===== src/rtl/mem_stage_pkg.sv =====
// Shared definitions for the memory stage.
// - Bus widths for the EX->MEM and MEM->WB pipeline buses.
// - ld_type encodings used by exe_stage and the load extender.
// - Exception codes. ex_code is {esubcode[8:0], ecode[5:0]}.
// - Packed layouts of both buses. The first member is the MSB.
package mem_stage_pkg;

  localparam int ES_TO_MS_BUS_WD = 206;
  localparam int MS_TO_WS_BUS_WD = 232;

  localparam logic [2:0] LD_W  = 3'b000;
  localparam logic [2:0] LD_B  = 3'b001;
  localparam logic [2:0] LD_H  = 3'b010;
  localparam logic [2:0] LD_BU = 3'b011;
  localparam logic [2:0] LD_HU = 3'b100;

  localparam logic [5:0] ECODE_INT = 6'h00;
  localparam logic [5:0] ECODE_ADE = 6'h08;
  localparam logic [5:0] ECODE_ALE = 6'h09;
  localparam logic [5:0] ECODE_SYS = 6'h0B;
  localparam logic [5:0] ECODE_BRK = 6'h0C;
  localparam logic [5:0] ECODE_INE = 6'h0D;

  localparam logic [14:0] EXC_ALE = {9'd0, ECODE_ALE};

  // EX->MEM payload, 206 bits.
  // es_spare holds trailing bits that exe_stage packs for its own use.
  // MEM ignores them.
  typedef struct packed {
    logic        res_from_mem;
    logic [2:0]  ld_type;
    logic        gr_we;
    logic [4:0]  dest;
    logic [31:0] alu_result;
    logic [31:0] pc;
    logic        inst_no_dest;
    logic        src_from_csr;
    logic [13:0] csr_num;
    logic        csr_we;
    logic [31:0] csr_wdata;
    logic [31:0] csr_wmask;
    logic        ex;
    logic [14:0] ex_code;
    logic        ertn;
    logic [31:0] csr_rdata;
    logic [1:0]  es_spare;
  } es_bus_t;

  // MEM->WB payload, 232 bits.
  typedef struct packed {
    logic        gr_we;
    logic [4:0]  dest;
    logic [31:0] final_result;
    logic [31:0] pc;
    logic        inst_no_dest;
    logic        src_from_csr;
    logic [13:0] csr_num;
    logic        csr_we;
    logic [31:0] csr_wdata;
    logic [31:0] csr_wmask;
    logic        ex;
    logic [14:0] ex_code;
    logic        ertn;
    logic [31:0] csr_rdata;
    logic [31:0] vaddr;
  } ms_bus_t;

endpackage


===== src/rtl/mem_stage_load_extend.sv =====
// Combinational load extender.
// Picks the byte or half selected by addr_lo out of a 32-bit read word,
// then sign- or zero-extends it according to ld_type.
// Ports:
//   ld_type  in   3   load kind (LD_* codes)
//   addr_lo  in   2   vaddr[1:0], byte lane
//   word     in  32   raw SRAM word
//   value    out 32   aligned/extended load result (0 for unknown codes)
module mem_stage_load_extend
  import mem_stage_pkg::*;
(
  input  logic [2:0]  ld_type,
  input  logic [1:0]  addr_lo,
  input  logic [31:0] word,
  output logic [31:0] value
);

  logic        [7:0]  byte_sel;
  logic        [15:0] half_sel;
  logic signed [7:0]  byte_s;
  logic signed [15:0] half_s;
  logic signed [31:0] byte_sx;
  logic signed [31:0] half_sx;

  always_comb begin
    case (addr_lo)
      2'd0:    byte_sel = word[7:0];
      2'd1:    byte_sel = word[15:8];
      2'd2:    byte_sel = word[23:16];
      default: byte_sel = word[31:24];
    endcase
    half_sel = addr_lo[1] ? word[31:16] : word[15:0];

    byte_s  = signed'(byte_sel);
    half_s  = signed'(half_sel);
    byte_sx = 32'(byte_s);
    half_sx = 32'(half_s);

    case (ld_type)
      LD_W:    value = word;
      LD_B:    value = byte_sx;
      LD_BU:   value = {24'd0, byte_sel};
      LD_H:    value = half_sx;
      LD_HU:   value = {16'd0, half_sel};
      default: value = 32'd0;
    endcase
  end

endmodule


===== src/rtl/mem_stage.sv =====
// Memory stage of the 5-stage LoongArch32 pipeline.
// - Latches the EX->MEM bus.
// - Captures synchronous data-SRAM read data, which arrives one cycle after
//   exe_stage issued the request, and holds it across WB back-pressure.
// - Aligns and extends load results.
// - Forwards the result and CSR-hazard info to decode.
// - Flags exception/ertn in MEM to exe_stage.
// - Builds the MEM->WB bus.
// Ports:
//   clk, reset                 clock, synchronous active-high reset
//   ws_allowin / ms_allowin    downstream / own accept handshake
//   es_to_ms_valid, _bus       EX payload
//   data_sram_rdata            SRAM read data (valid the cycle after request)
//   wb_ex, wb_ertn_flush       flushes from WB
//   mem_ex, mem_ertn_flush     exception / ertn present in MEM
//   ms_to_ds_*                 forwarding and CSR hazard info to decode
//   ms_to_ws_valid, _bus       payload to WB
//   debug_ms_pc                pc of the instruction in MEM
module mem_stage
  import mem_stage_pkg::*;
(
  input  logic                       clk,
  input  logic                       reset,
  input  logic                       ws_allowin,
  output logic                       ms_allowin,
  input  logic                       es_to_ms_valid,
  input  logic [ES_TO_MS_BUS_WD-1:0] es_to_ms_bus,
  input  logic [31:0]                data_sram_rdata,
  input  logic                       wb_ex,
  input  logic                       wb_ertn_flush,
  output logic                       mem_ex,
  output logic                       mem_ertn_flush,
  output logic [4:0]                 ms_to_ds_dest,
  output logic [31:0]                ms_to_ds_result,
  output logic                       ms_to_ds_csr_we,
  output logic [13:0]                ms_to_ds_csr_num,
  output logic                       ms_to_ds_valid,
  output logic                       ms_to_ws_valid,
  output logic [MS_TO_WS_BUS_WD-1:0] ms_to_ws_bus,
  output logic [31:0]                debug_ms_pc
);

  es_bus_t     es_bus_p0;
  logic        ms_valid;
  logic        first_cycle;
  logic        buf_vld;
  logic [31:0] rdata_buf;

  logic        ms_ready_go;
  logic        bus_load;
  logic        flush;
  logic        advance;
  logic [31:0] load_word;
  logic [31:0] load_value;
  logic [31:0] final_result;
  ms_bus_t     ws_bus;
  logic        spare_unused;

  assign ms_ready_go = 1'b1;
  assign ms_allowin  = !ms_valid || ws_allowin;
  assign bus_load    = es_to_ms_valid && ms_allowin;
  assign flush       = wb_ex || wb_ertn_flush;
  assign advance     = ms_valid && ms_ready_go && ws_allowin;

  // ---- EX -> MEM boundary ----
  always_ff @(posedge clk) begin
    if (reset) begin
      ms_valid <= 1'b0;
    end else if (flush) begin
      ms_valid <= 1'b0;
    end else if (ms_allowin) begin
      ms_valid <= es_to_ms_valid;
    end
  end

  always_ff @(posedge clk) begin
    if (bus_load) begin
      es_bus_p0 <= es_to_ms_bus;
    end
  end

  // first_cycle marks the only cycle in which data_sram_rdata belongs to the
  // instruction held here. It re-arms even when a new entry replaces a leaving one.
  always_ff @(posedge clk) begin
    if (reset) begin
      first_cycle <= 1'b0;
    end else begin
      first_cycle <= bus_load;
    end
  end

  // The read data is grabbed in the first cycle if WB stalls us.
  // The buffer then stands in for the SRAM until the instruction leaves.
  always_ff @(posedge clk) begin
    if (reset || flush) begin
      buf_vld <= 1'b0;
    end else if (bus_load || advance) begin
      buf_vld <= 1'b0;
    end else if (ms_valid && first_cycle && !ws_allowin) begin
      buf_vld <= 1'b1;
    end
  end

  always_ff @(posedge clk) begin
    if (ms_valid && first_cycle && !ws_allowin && !buf_vld) begin
      rdata_buf <= data_sram_rdata;
    end
  end

  assign load_word = buf_vld ? rdata_buf : data_sram_rdata;

  mem_stage_load_extend u_load_extend (
    .ld_type (es_bus_p0.ld_type),
    .addr_lo (es_bus_p0.alu_result[1:0]),
    .word    (load_word),
    .value   (load_value)
  );

  always_comb begin
    final_result = es_bus_p0.alu_result;
    if (es_bus_p0.res_from_mem) begin
      final_result = load_value;
    end else if (es_bus_p0.src_from_csr) begin
      final_result = es_bus_p0.csr_rdata;
    end
  end

  // Combinational so exe_stage can squash its SRAM enable and divider in the
  // same cycle that the faulting instruction sits here.
  assign mem_ex         = ms_valid & es_bus_p0.ex;
  assign mem_ertn_flush = ms_valid & es_bus_p0.ertn;

  assign ms_to_ds_dest    = es_bus_p0.dest &
                            {5{ms_valid & ~es_bus_p0.inst_no_dest & es_bus_p0.gr_we}};
  assign ms_to_ds_result  = final_result;
  assign ms_to_ds_csr_we  = ms_valid & es_bus_p0.csr_we;
  assign ms_to_ds_csr_num = es_bus_p0.csr_num;
  assign ms_to_ds_valid   = ms_valid;

  // ---- MEM -> WB boundary ----
  always_comb begin
    ws_bus.gr_we        = es_bus_p0.gr_we;
    ws_bus.dest         = es_bus_p0.dest;
    ws_bus.final_result = final_result;
    ws_bus.pc           = es_bus_p0.pc;
    ws_bus.inst_no_dest = es_bus_p0.inst_no_dest;
    ws_bus.src_from_csr = es_bus_p0.src_from_csr;
    ws_bus.csr_num      = es_bus_p0.csr_num;
    ws_bus.csr_we       = es_bus_p0.csr_we;
    ws_bus.csr_wdata    = es_bus_p0.csr_wdata;
    ws_bus.csr_wmask    = es_bus_p0.csr_wmask;
    ws_bus.ex           = es_bus_p0.ex;
    ws_bus.ex_code      = es_bus_p0.ex_code;
    ws_bus.ertn         = es_bus_p0.ertn;
    ws_bus.csr_rdata    = es_bus_p0.csr_rdata;
    ws_bus.vaddr        = es_bus_p0.alu_result;
  end

  assign ms_to_ws_valid = ms_valid & ms_ready_go;
  assign ms_to_ws_bus   = ws_bus;
  assign debug_ms_pc    = es_bus_p0.pc;

  assign spare_unused = ^es_bus_p0.es_spare;

endmodule


===== config.mk =====
export PLATFORM = sky130hd
export DESIGN_NAME = mem_stage
export DESIGN_NICKNAME = d
export VERILOG_FILES = /design/src/rtl/mem_stage_pkg.sv /design/src/rtl/mem_stage_load_extend.sv /design/src/rtl/mem_stage.sv
export SDC_FILE = /design/constraint.sdc
export NUM_CORES = 1
export LEC_CHECK = 0
export ABC_CLOCK_PERIOD_IN_PS = 13800
export CORE_AREA = 2 2 220 222
export CTS_CLUSTER_DIAMETER = 30
export CTS_CLUSTER_SIZE = 30
export DETAILED_ROUTE_END_ITERATION = 7
export DIE_AREA = 0 0 222 224
export RECOVER_POWER = 50
export SYNTH_ARGS = -nofsm -noshare
export SYNTH_HDL_FRONTEND = slang
export SYNTH_HIERARCHICAL = 1
export SYNTH_SLANG_ARGS = --single-unit

===== constraint.sdc =====
create_clock -name clk -period 13.8 [get_ports clk]
set_clock_uncertainty 0.15 [all_clocks]
set_input_delay 2.07 -clock clk [delete_from_list [all_inputs] [get_ports clk]]
set_output_delay 2.07 -clock clk [all_outputs]
set_load 0.01 [all_outputs]

**Word-level counts from Yosys, hierarchy flattened**

Cells that the tools add are included.

- Output and inout bits: 321
- Register bits: 239
- Logic and storage cells: 55
- Bits of input ports: 244

- Eq/ne operators: 6
- Bitwise operators: 7
- Reduce and logical (&&, ||, !) cells: 16
- Multiplexer cells: 6

Operators by type and width:

| kind | count |
|---|---|
| one-hot mux 32 bit (5 select lines) | 1 |
| two-way mux 32 bit | 3 |
| one-hot mux 8 bit (3 select lines) | 1 |
| two-way mux 16 bit | 1 |
| equality test 3 x 2 -> 1 bit, second input constant | 2 |
| bitwise AND 1 bit | 5 |
| bitwise AND 5 bit | 1 |
| logical AND 1 bit | 5 |
| logical OR 1 bit | 4 |
| OR reduction 2 bit | 2 |
| equality test 3 x 1 -> 1 bit, second input constant | 1 |
| equality test 3 bit, second input constant | 1 |
| logical NOT 1 bit | 3 |
| logical NOT 3 bit | 1 |
| equality test 2 x 1 -> 1 bit, second input constant | 1 |
| equality test 2 bit, second input constant | 1 |
| logical NOT 2 bit | 1 |
| NOT 1 bit | 1 |

**Depth between registers and ports, before layout**

Gate-level depths: netlist (run 1).

- Depth after elaboration: 5
- Depth in mapped cells: 10

**By module**

Netlist (run 1), hierarchy kept.

Modules (own cells, without submodules):

| module | times used | cells each | seq. area each (um2) | area an instance (um2) |
|---|---|---|---|---|
| mem_stage | 1 | 682 | 7146.9 | 10430.0 |
| mem_stage_load_extend | 1 | 110 | 0.0 | 838.3 |

**Worst setup path before layout (run 1)**

No wires, ideal clock.

- Kind: input-to-reg
- From: input port ws_allowin
- To: register es_bus_p0 (netlist bit debug_ms_pc[0]), enable pin
- Path slack: 2280 ps
- Data arrival time: 10599 ps
- Cell stages on the path: 2
- Required time: 12878 ps
- Cells stage by stage: nor2b_1 > nor2_1

- Word-level cells in the longest chain between the ends: 2

Ends and longest elaborated chain:

| item | RTL line | RTL |
|---|---|---|
| start, declared | mem_stage.sv:24 | `input logic ws_allowin,` |
| logical OR 1 bit | mem_stage.sv:60 | `assign ms_allowin = !ms_valid \|\| ws_allowin;` |
| logical AND 1 bit | mem_stage.sv:61 | `assign bus_load = es_to_ms_valid && ms_allowin;` |
| net bus_load | mem_stage.sv:50 | `logic bus_load;` |
| end signal, assigned | mem_stage.sv:78 | `es_bus_p0 <= es_to_ms_bus;` |
| end, declared | mem_stage.sv:43 | `es_bus_t es_bus_p0;` |

The timed path passes the listed nets, and every way through them passes these cells.
A chain may end at the register's enable or synchronous reset.

**Worst setup path after layout (run 1)**

- From: input port data_sram_rdata[15]
- To: output port ms_to_ds_result[18]

- Word-level cells in the longest chain between the ends: 4
- Elaborated cells between the ends (all ways): 5
- Those cells by class: mux (5)

Ends and longest elaborated chain:

| item | RTL line | RTL |
|---|---|---|
| start, declared | mem_stage.sv:28 | `input logic [31:0] data_sram_rdata,` |
| two-way mux 32 bit * | mem_stage.sv:110 | `assign load_word = buf_vld ? rdata_buf : data_sram_rdata;` |
| net load_word[15] | mem_stage.sv:53 | `logic [31:0] load_word;` |
| one-hot mux 8 bit (3 select lines) / two-way mux 16 bit (equally long branches) | mem_stage_load_extend.sv:26, mem_stage_load_extend.sv:32 |  |
| one-hot mux 32 bit (5 select lines) * | mem_stage_load_extend.sv:39 | `case (ld_type)` |
| net load_value[18] | mem_stage.sv:54 | `logic [31:0] load_value;` |
| two-way mux 32 bit * | mem_stage.sv:121 | `if (es_bus_p0.res_from_mem) begin` |
| end, declared | mem_stage.sv:34 | `output logic [31:0] ms_to_ds_result,` |

Mark *: on every way through the listed nets, which the timed path passes. The rest lies on a longest branch.

==> summary.md, run 1 <==
| Metric | Value |
|---|---|
| Status | finished, violations left |
| Failing checks | capacitance limit, slew limit |
| Synth async-reset ratio | 0 |
| DR WL/cell | 21.4 µm |
| Die Wd | 222 µm |
| CTS clk-pin slew, worst paths | roughly 0.04 ns |
| Via/cell ratio | 4.06 |
| Vias in the first global route | 7633 |
| Die Y-Extent | around 220 µm |
| Syn avg cell area | 14.2 µm² |
| CP startpoint kind | input port |
| Total CTS buffers | between 60 and 70 |
| Fmax | 0.134 GHz |
| Post-DRT Antenna Nets | 0 |
| CP Capture Type | primary output |
| Starting DRC count in detailed routing | 358 |
| Clock Path Buffers | 3 |
| Core area | between 40000 and 50000 µm² |
| Port bufs | between 500 and 600 |
| Maximum VDD drop | 0.0918 mV |
| Pins Over Slew Limit | 33 |
| CP required | 11.58 ns |
| Largest area contributor in the netlist | edfxtp_1 |
| Synth top area cells | edfxtp_1 63%, buf_4 19%, mux2_2 3.5% |
| Total wire length | ~38 mm |
| Routability cong. | 0.805 |
| Unique masters post-synth | 37 |
| Top cell family by delay on the critical path | compound AO/OA/AOI/OAI gates |
| Fin util | 0.374 |
| Area grow syn2layout | 57.4% |
| Initial antenna violation count | 17 |
| Initial Util | 0.238 |
| # Max-Cap Violations | 1 |
| Top Ports | roughly 570 |
| HPWL Detailed | just under 30 mm |
| Cell count after synthesis | 792 |
| Cell Chain, Critical Path | dlygate4sd3_1 -> mux2_2 -> mux2_2 -> a2bb2oi_2 -> o21ai_0 -> nand2_1 -> o21ai_0 -> clkdlybuf4s50_1 |
| WS Path Type | input port to primary output |
| DR pass1 iterations | 4 |
| CTS H-tree depth | 3 |
| Via Count | 7277 |
| CTS Hold Bufs | 0 |
| Register area share after synthesis | 0.634 |
| Synthesized flop and latch total | roughly 240 |
| Root Buffer | clkbuf_16 |
| Cell row count | 80 |
| Pwr Density | 152 nW/µm² |
| Clock Latency Late Sink | approximately 0.55 ns |
| CP max FO | 25 |
| GRT overflow | 0 |
| Max incr delay on CP | 0.77 ns |
| Syn. warnings | 6 |
| Most frequent cell after synthesis | buf_4 |
| Post-route minimum period | 7.46 ns |
| Share of the synthesized area in the top cell type | 0.629 |
| TritonCTS clock tree | done |
| First-pass GRT wire length | 52.8 mm |
| Hold Path Class | flip-flop to flip-flop |
| Die footprint | 49700 µm² |
| Reg2Reg Setup Slack | about 10 ns |
| Setup TNS | 0 ns |
| # nets final | roughly 1400 |
| Crit-path slowest cell | a2bb2oi_2 |
| Worst relative slew slack | -0.248 |
| Setup Viol. Count Final | 0 |
| Mapped cell area | around 11000 µm² |
| CP Buf/Inv Count | 2 |
| Largest net degree at the start of global routing | 76 |
| Worst Tran Pin Value | 1.87 ns |
| RSZ-0062 raised after global routing | false |
| Leakage | 6.37 nW |
| GRT Util Overall | 0.148 |
| Hold Fails Final Rpt | 0 |
| Clock sinks | 239 |
| Post-synth EDFFs | 236 |
| Ys flop type | edfxtp_1 |
| Post-CTS sizing | 0 |
| Syn_nets | 1036 |
| Arrival time at the worst endpoint | between 5 and 6 ns |
| # DRC | 0 |
| Tcrit/Tclk final | 0.541 |
| Synth top cells by count | 283 x buf_4, 236 x edfxtp_1, 56 x o21ai_0 |
| Share of layout cells above drive strength 1 | 0.133 |
| Post-CTS setup buffer count | 0 |
## registers in the layout, summed over array words and instances, names as in the netlist
signal / flops
debug_ms_pc: 32
ms_to_ds_csr_num: 14
buf_vld: 1
es_bus_p0: 4
ms_to_ws_bus: 154
rdata_buf: 32
first_cycle: 1
ms_to_ds_valid: 1
## final timing paths
kind,startpoint,endpoint,cells after the start
max,data_sram_rdata[15],ms_to_ds_result[18],8
min,first_cycle,buf_vld,2
min reg2reg,first_cycle,buf_vld,2
max reg2reg,ms_to_ds_valid,ms_to_ws_bus[38],4
## per-stage QoR
stage | cells | hold WS (ns) | instance area, µm² | setup slack [ns] | power [mW]
after CTS | 1788 | 0.416 | 17700 | 6.47 | 2.76
after detailed placement | 1671 | 0.407 | 15500 | 6.48 | 1.19
after global placement | 1671 | 0.400 | 15500 | 6.51 | 1.19
final | 1794 | 0.417 | 17700 | 6.34 | 2.69
after floorplan | 792 | 0.359 | 11300 | 2.28 | 1.03
after global routing | 1789 | 0.436 | 17700 | 6.19 | 2.79
## placed cells by master, fill, tap and decap left out, drive strengths merged, types with 9 or more instances in the layout
master / instances
and2: 15
a22oi: 16
mux2i: 33
nor2: 12
edfxtp: 236
nand2: 33
clkinv: 22
bufinv: 11
dlygate4sd3: 350
o21ai: 57
o22ai: 9
mux2: 35
clkdlybuf4s50: 212
clkbuf: 77
## final cells by class
| cell class | instances | area, µm² |
|---|---|---|
| Sequential cell | 239 | 7150 |
| Clock buffer | 76 | 1730 |
| Timing Repair Buffer | 570 | 5680 |
| Tap cell | 615 | 769 |
| Fill cell | 4506 | 29600 |
| Clock inverter | 41 | 524 |
| Inverter | 3 | 11.3 |
| Multi-Input combinational cell | 244 | 1850 |
| Antenna cell | 6 | 15.0 |
## power breakdown
group          internal (mW)  switching [mW]
Combinational          0.158           0.127
Sequential             0.844          0.0206
Clock                   1.10           0.446
Total                   2.10           0.594
## layer usage
layer	track usage	share of wire	wire, µm
met1	0.160	0.37	14100
met2	0.253	0.50	19300
met5	0	0.0028	107
met4	0.0628	0.026	987
met3	0.0658	0.10	3840
## logic make-up (layout without fill, tap and decap cells)
family,after synthesis,count (layout),share of synthesized area
AO/OA/AOI/OAI,94,94,0.0515
XOR/XNOR,1,1,0.000777
adder cells (fa/ha/maj),1,1,0.000888
buffers and inverters,309,690,0.202
flip-flops,239,239,0.634
multiplexers,75,75,0.0786
other,0,6,0
AND/OR/NAND/NOR,73,73,0.0322
## worst min-delay path, stage by stage (launching register included)
cell	delay [ns]
dfxtp_1	0.29
nand3b_1	0.13
o22ai_2	0.10
Note: power is estimated with default switching activity, not from simulation.
==> run 2, diff against run 1 <==
--- a/config.mk
+++ b/config.mk
@@ -5,7 +5,7 @@
 export SDC_FILE = /design/constraint.sdc
 export NUM_CORES = 1
 export LEC_CHECK = 0
-export ABC_CLOCK_PERIOD_IN_PS = 13800
+export ABC_CLOCK_PERIOD_IN_PS = 6900
 export CORE_AREA = 2 2 220 222
 export CTS_CLUSTER_DIAMETER = 30
 export CTS_CLUSTER_SIZE = 30
==> constraint.sdc (replaced) <==
create_clock -name clk -period 6.9 [get_ports clk]
set_clock_uncertainty 0.15 [all_clocks]
set_input_delay 1.035 -clock clk [delete_from_list [all_inputs] [get_ports clk]]
set_output_delay 1.035 -clock clk [all_outputs]
set_load 0.01 [all_outputs]
==> run 2 against run 1 <==
The run still ends with capacitance limit, slew limit left. Register-to-register slack got worse by 7.1 ns. Combinational power up 100%. Non-clock buffer count rose by 1. Total power up 110%. Sequential power is 100% higher. Via count up 0.95%. Flip-flop and latch count did not move. Clock-buffer cell count rose by 6. Utilization is 0.64 points higher. Routed wire length grew 3.5%. Critical path depth shrank 1. Critical endpoint is now ms_to_ws_bus[213]. Largest cell class unchanged.
==> summary.md, run 2 (same netlist as run 1, synthesis figures left out) <==
| Metric | Value |
|---|---|
| Maximum VDD drop | 0.256 mV |
| TritonCTS clock tree | done |
| Pins Over Slew Limit | 90 |
| CTS clk-pin slew, worst paths | 0.04 ns |
| Port bufs | about 560 |
| Comb power frac | 0.102 |
| Arrival time at the worst endpoint | 4.22 ns |
| Setup ws final | 1.49 ns |
| # placed instances | 1672 |
| Worst relative slew slack | -1.10 |
| Crit-path slowest cell | dfxtp_1 |
| Clock sinks | 239 |
| Sequential cell fraction of total power | 0.303 |
| Vias in the first global route | roughly 7900 |
| DR WL/cell | 21.9 µm |
| RSZ-0062 raised after global routing | false |
| Routability cong. | 0.803 |
| Tcrit/Tclk final | 0.784 |
| Largest net degree at the start of global routing | 76 |
| HPWL Detailed | roughly 31 mm |
| CP startpoint kind | flip-flop |
| Psw | about 1.3 mW |
| Final Total Pwr | 5.70 mW |
| Area grow syn2layout | 60.0% |
| Die Y-Extent | roughly 220 µm |
| Hold Path Class | flip-flop to flip-flop |
| Total CTS buffers | 74 |
| Root Buffer | clkbuf_16 |
| CP max FO | 25 |
| Final Non-Filler Cells | 1815 |
| CP Capture Type | primary output |
| Core area | between 40000 and 50000 µm² |
| CP required | 5.71 ns |
| Die Wd | approximately 220 µm |
| Setup TNS | 0 ns |
| Leakage | between 6 and 7 nW |
| Post-DRT Antenna Nets | 0 |
| Clock share of power | 0.595 |
| Setup Viol. Count Final | 0 |
| Most frequent cells in the layout | 307 x dlygate4sd3_1, 255 x clkdlybuf4s50_1, 236 x edfxtp_1, 74 x clkbuf_16, 56 x o21ai_0 |
| Cell Chain, Critical Path | mux2_2 -> mux2_2 -> a2bb2oi_2 -> o21ai_0 -> nand2_1 -> o21ai_0 -> clkdlybuf4s50_1 |
| Via Count | 7346 |
| Cell row count | 80 |
| GRT Util Overall | 0.156 |
| Starting DRC count in detailed routing | 440 |
| Pwr Density | 316 nW/µm² |
| Post-route minimum period | 5.41 ns |
| CTS Hold Bufs | 0 |
| Failing checks | capacitance limit, slew limit |
| Hold Fails Final Rpt | 0 |
| # fillers | 4563 |
| Fin util | 0.381 |
| DR pass1 iterations | 4 |
| CP Buf/Inv Count | 1 |
| Via/cell ratio | ~4.0 |
| Pre-CTS setup slack | ~1.7 ns |
| Initial Util | 0.238 |
| Top Ports | 565 |
| GRT overflow | 0 |
| WS Path Type | flip-flop to primary output |
| Top cell family by delay on the critical path | compound AO/OA/AOI/OAI gates |
| First-pass GRT wire length | 55.3 mm |
| Share of layout cells above drive strength 1 | 0.139 |
| Total wire length | 39.7 mm |
| Internal | 4.36 mW |
| Initial antenna violation count | 24 |
| Status | finished, violations left |
| Post-CTS sizing | 0 |
| Worst Tran Pin Value | between 3 and 4 ns |
| Sw frac | 0.235 |
| Clock Latency Late Sink | 0.59 ns |
| # nets final | between 1000 and 1500 |
| Clock Path Buffers | 3 |
| # Max-Cap Violations | 2 |
| Max FFs per register | 154 |
| Fmax | 0.185 GHz |
| Die footprint | 49700 µm² |
| Most common library cell in the layout ignoring fill and taps | dlygate4sd3_1 |
| Post-CTS setup buffer count | 0 |
| Max incr delay on CP | roughly 0.9 ns |
| # DRC | 0 |
| CTS H-tree depth | 3 |
-- run 2: area by class of cell --
type | instances | area (µm²) | share of cell area
multi-input cells | 244 | 1850 | 0.103
inverters | 3 | 11.3 | 0.000624
repair buffers | 571 | 5690 | 0.315
clock buffers | 82 | 1880 | 0.104
flip-flops and latches | 239 | 7150 | 0.396
diodes | 7 | 17.5 | 0.000971
well taps | 615 | 769 | 0.0427
clock inverters | 54 | 669 | 0.0371
-- run 2: worst paths after layout --
| check | cells past startpoint | endpoint | startpoint | slack [ns] |
|---|---|---|---|---|
| setup / recovery | 7 | ms_to_ws_bus[213] | buf_vld | 1.49 |
| hold / removal | 2 | buf_vld | first_cycle | 0.43 |
| setup reg to reg | 3 | ms_to_ws_bus[75] | ms_to_ds_valid | 2.89 |
| hold reg to reg | 2 | buf_vld | first_cycle | 0.43 |
-- run 2: per-layer routing --
metal | track usage | part of all wire | vias to the layer above
met1 | 0.164 | 0.36 | 3523
met2 | 0.266 | 0.50 | 405
met4 | 0.0632 | 0.027 | 24
met5 | 0 | 0.0037 | -
li1 | - | - | 3309
met3 | 0.0774 | 0.10 | 85
-- run 2: power groups by stage --
stage          Combinational (mW)  Clock [mW]  Sequential (mW)
2_1_floorplan               0.315           0             1.74
3_3_place_gp                0.624           0             1.75
3_5_place_dp                0.627           0             1.75
4_1_cts                     0.630        3.46             1.73
5_1_grt                     0.618        3.54             1.74
6_report                    0.581        3.39             1.73
-- run 2: worst register-to-register path, stage by stage (launching register included) --
cell      delay [ns]
dfxtp_1         0.37
nor2b_1         0.19
nor2_1          0.50
clkbuf_1        2.26
-- run 2: metrics by stage --
step	cell area, µm²	hold slack (ns)
2_1_floorplan	11300	0.359
3_3_place_gp	15500	0.401
3_5_place_dp	15500	0.427
4_1_cts	18000	0.429
5_1_grt	18000	0.474
6_report	18000	0.434
==> run 3, diff against run 2 <==
--- a/config.mk
+++ b/config.mk
@@ -5,12 +5,12 @@
 export SDC_FILE = /design/constraint.sdc
 export NUM_CORES = 1
 export LEC_CHECK = 0
-export ABC_CLOCK_PERIOD_IN_PS = 6900
-export CORE_AREA = 2 2 220 222
+export ABC_CLOCK_PERIOD_IN_PS = 4400
+export CORE_AREA = 2 2 218 220
 export CTS_CLUSTER_DIAMETER = 30
 export CTS_CLUSTER_SIZE = 30
 export DETAILED_ROUTE_END_ITERATION = 7
-export DIE_AREA = 0 0 222 224
+export DIE_AREA = 0 0 220 222
 export RECOVER_POWER = 50
 export SYNTH_ARGS = -nofsm -noshare
 export SYNTH_HDL_FRONTEND = slang
==> constraint.sdc (replaced) <==
create_clock -name clk -period 4.4 [get_ports clk]
set_clock_uncertainty 0.15 [all_clocks]
set_input_delay 0.66 -clock clk [delete_from_list [all_inputs] [get_ports clk]]
set_output_delay 0.66 -clock clk [all_outputs]
set_load 0.01 [all_outputs]
==> run 3 against run 2 <==
The run still ends with capacitance limit, slew limit left. Critical path depth is 1 higher. Die area decreased by 1.8%. Flip-flop and latch count is the same. Highest routed layer unchanged. Clock power increased by 42%. Final cell count is the same. Utilization increased by 0.69 points. Setup slack got worse by 1.2 ns. Routed wire length grew 1.4%. Clock-buffer cell count is the same. Global-route usage grew 0.49 points. Sequential power grew 57%.
==> summary.md, run 3 (same netlist as run 1, synthesis figures left out) <==
| Metric | Value |
|---|---|
| CP Buf/Inv Count | 2 |
| Via Count | 7437 |
| Die Wd | 220 µm |
| # DRC | 0 |
| TritonCTS clock tree | done |
| Maximum VDD drop | 0.278 mV |
| Fmax | 0.241 GHz |
| Setup Viol. Count Final | 0 |
| Share of layout cells above drive strength 1 | 0.140 |
| Initial antenna violation count | 28 |
| Largest net degree at the start of global routing | 52 |
| GRT Util Overall | 0.161 |
| Root Buffer | clkbuf_16 |
| # Max-Cap Violations | 2 |
| CTS Hold Bufs | 0 |
| Die Y-Extent | around 220 µm |
| Hold Fails Final Rpt | 0 |
| Clock Path Buffers | 3 |
| Leakage | 6.47 nW |
| Clock Latency Late Sink | 0.57 ns |
| Top cell family by delay on the critical path | multiplexers |
| Via/cell ratio | 4.10 |
| Max incr delay on CP | 0.53 ns |
| CTS H-tree depth | 3 |
| Pins Over Slew Limit | 51 |
| Total wire length | just over 40 mm |
| Status | finished, violations left |
| Worst relative slew slack | -0.926 |
| # fillers | approximately 4400 |
| Routability cong. | around 0.86 |
| Setup TNS | 0 ns |
| HPWL Detailed | 31.6 mm |
| CP max FO | 34 |
| Clock sinks | 239 |
| Starting DRC count in detailed routing | ~490 |
| Hold WS | 0.414 ns |
| Top Ports | approximately 570 |
| CP required | 3.59 ns |
| CTS clk-pin slew, worst paths | ~0.040 ns |
| Failing checks | capacitance limit, slew limit |
| Die footprint | approximately 50000 µm² |
| Crit-path slowest cell | clkdlybuf4s50_1 |
| Worst Tran Pin Value | around 2.9 ns |
| Area grow syn2layout | 59.2% |
| Post-DRT Antenna Nets | 0 |
| RSZ-0062 raised after global routing | false |
| CP Capture Type | primary output |
| CP startpoint kind | flip-flop |
| Arrival time at the worst endpoint | roughly 3.3 ns |
| Max FFs per register | around 150 |
| DR pass1 iterations | 5 |
| Cell Chain, Critical Path | buf_6 -> mux2_2 -> mux4_2 -> and2_1 -> a221o_1 -> nand2_1 -> o21ai_0 -> clkdlybuf4s50_1 |
| Post-route minimum period | 4.15 ns |
| Port bufs | 562 |
| DR WL/cell | 22.2 µm |
| Core area | 46300 µm² |
| Vias in the first global route | 7757 |
| Pwr Density | 471 nW/µm² |
| Initial Util | 0.244 |
| Total CTS buffers | 70 |
| First-pass GRT wire length | 55.1 mm |
| # nets final | 1390 |
| Most common library cell in the layout ignoring fill and taps | dlygate4sd3_1 |
| GRT overflow | 0 |
| Cell row count | 79 |
| Most frequent cells in the layout | 325 x dlygate4sd3_1, 236 x edfxtp_1, 235 x clkdlybuf4s50_1, 71 x clkbuf_16, 56 x o21ai_0 |
| Hold Path Class | flip-flop to flip-flop |
| Tcrit/Tclk final | 0.943 |
| WS Path Type | flip-flop to primary output |
-- run 3: repair_timing --
item / in CTS / in global routing
setup buffers: 0 / 0
setup endpoints to repair: 0 / 3
gates resized for setup: 0 / 1
-- run 3: report_power, final --
| part | switching [mW] | internal [mW] | leakage [nW] |
|---|---|---|---|
| registers | 0.0619 | 2.65 | 2.30 |
| clock network | 1.51 | 3.30 | 1.10 |
| logic | 0.412 | 0.517 | 3.07 |
-- run 3: area by class of cell --
class | instances | area (µm²) | share of cell area
Antenna cell | 9 | 22.5 | 0.00126
Multi-Input combinational cell | 244 | 1850 | 0.103
Inverter | 3 | 11.3 | 0.000628
Tap cell | 607 | 759 | 0.0423
Clock buffer | 82 | 1820 | 0.101
Sequential cell | 239 | 7150 | 0.398
Clock inverter | 43 | 478 | 0.0266
Timing Repair Buffer | 588 | 5850 | 0.326
-- run 3: metrics by stage --
| step | utilization | area, µm² | cells | total power, mW | setup slack (ns) |
|---|---|---|---|---|---|
| 6_report | 0.388 | 17900 | 1815 | 8.45 | 0.251 |
| 3_5_place_dp | 0.338 | 15600 | 1681 | 3.75 | 0.461 |
| 4_1_cts | 0.388 | 17900 | 1806 | 8.65 | 0.107 |
| 5_1_grt | 0.388 | 17900 | 1810 | 8.77 | 0.0662 |
| 2_1_floorplan | - | 11300 | 792 | 3.22 | 0.0817 |
| 3_3_place_gp | 0.338 | 15600 | 1681 | 3.74 | 0.437 |
-- run 3: routing by layer --
metal | GRT usage | wire length [µm]
met2 | 0.272 | 20100
met4 | 0.0628 | 1240
met1 | 0.171 | 14300
met3 | 0.0789 | 4430
met5 | 0 | 154
-- run 3: worst register-to-register path: stages, from the launching register on --
cell,delay (ns)
dfxtp_1,0.37
nor2b_1,0.20
nor2_1,2.11
buf_4,0.51
-- run 3: final timing paths --
kind                            cells past startpoint                end            from  slack [ns]
worst min-delay path                                2            buf_vld     first_cycle        0.41
worst max-delay path                                8  ms_to_ws_bus[194]         buf_vld        0.25
worst max register to register                      3   ms_to_ws_bus[56]  ms_to_ds_valid        0.75
worst min register to register                      2            buf_vld     first_cycle        0.41
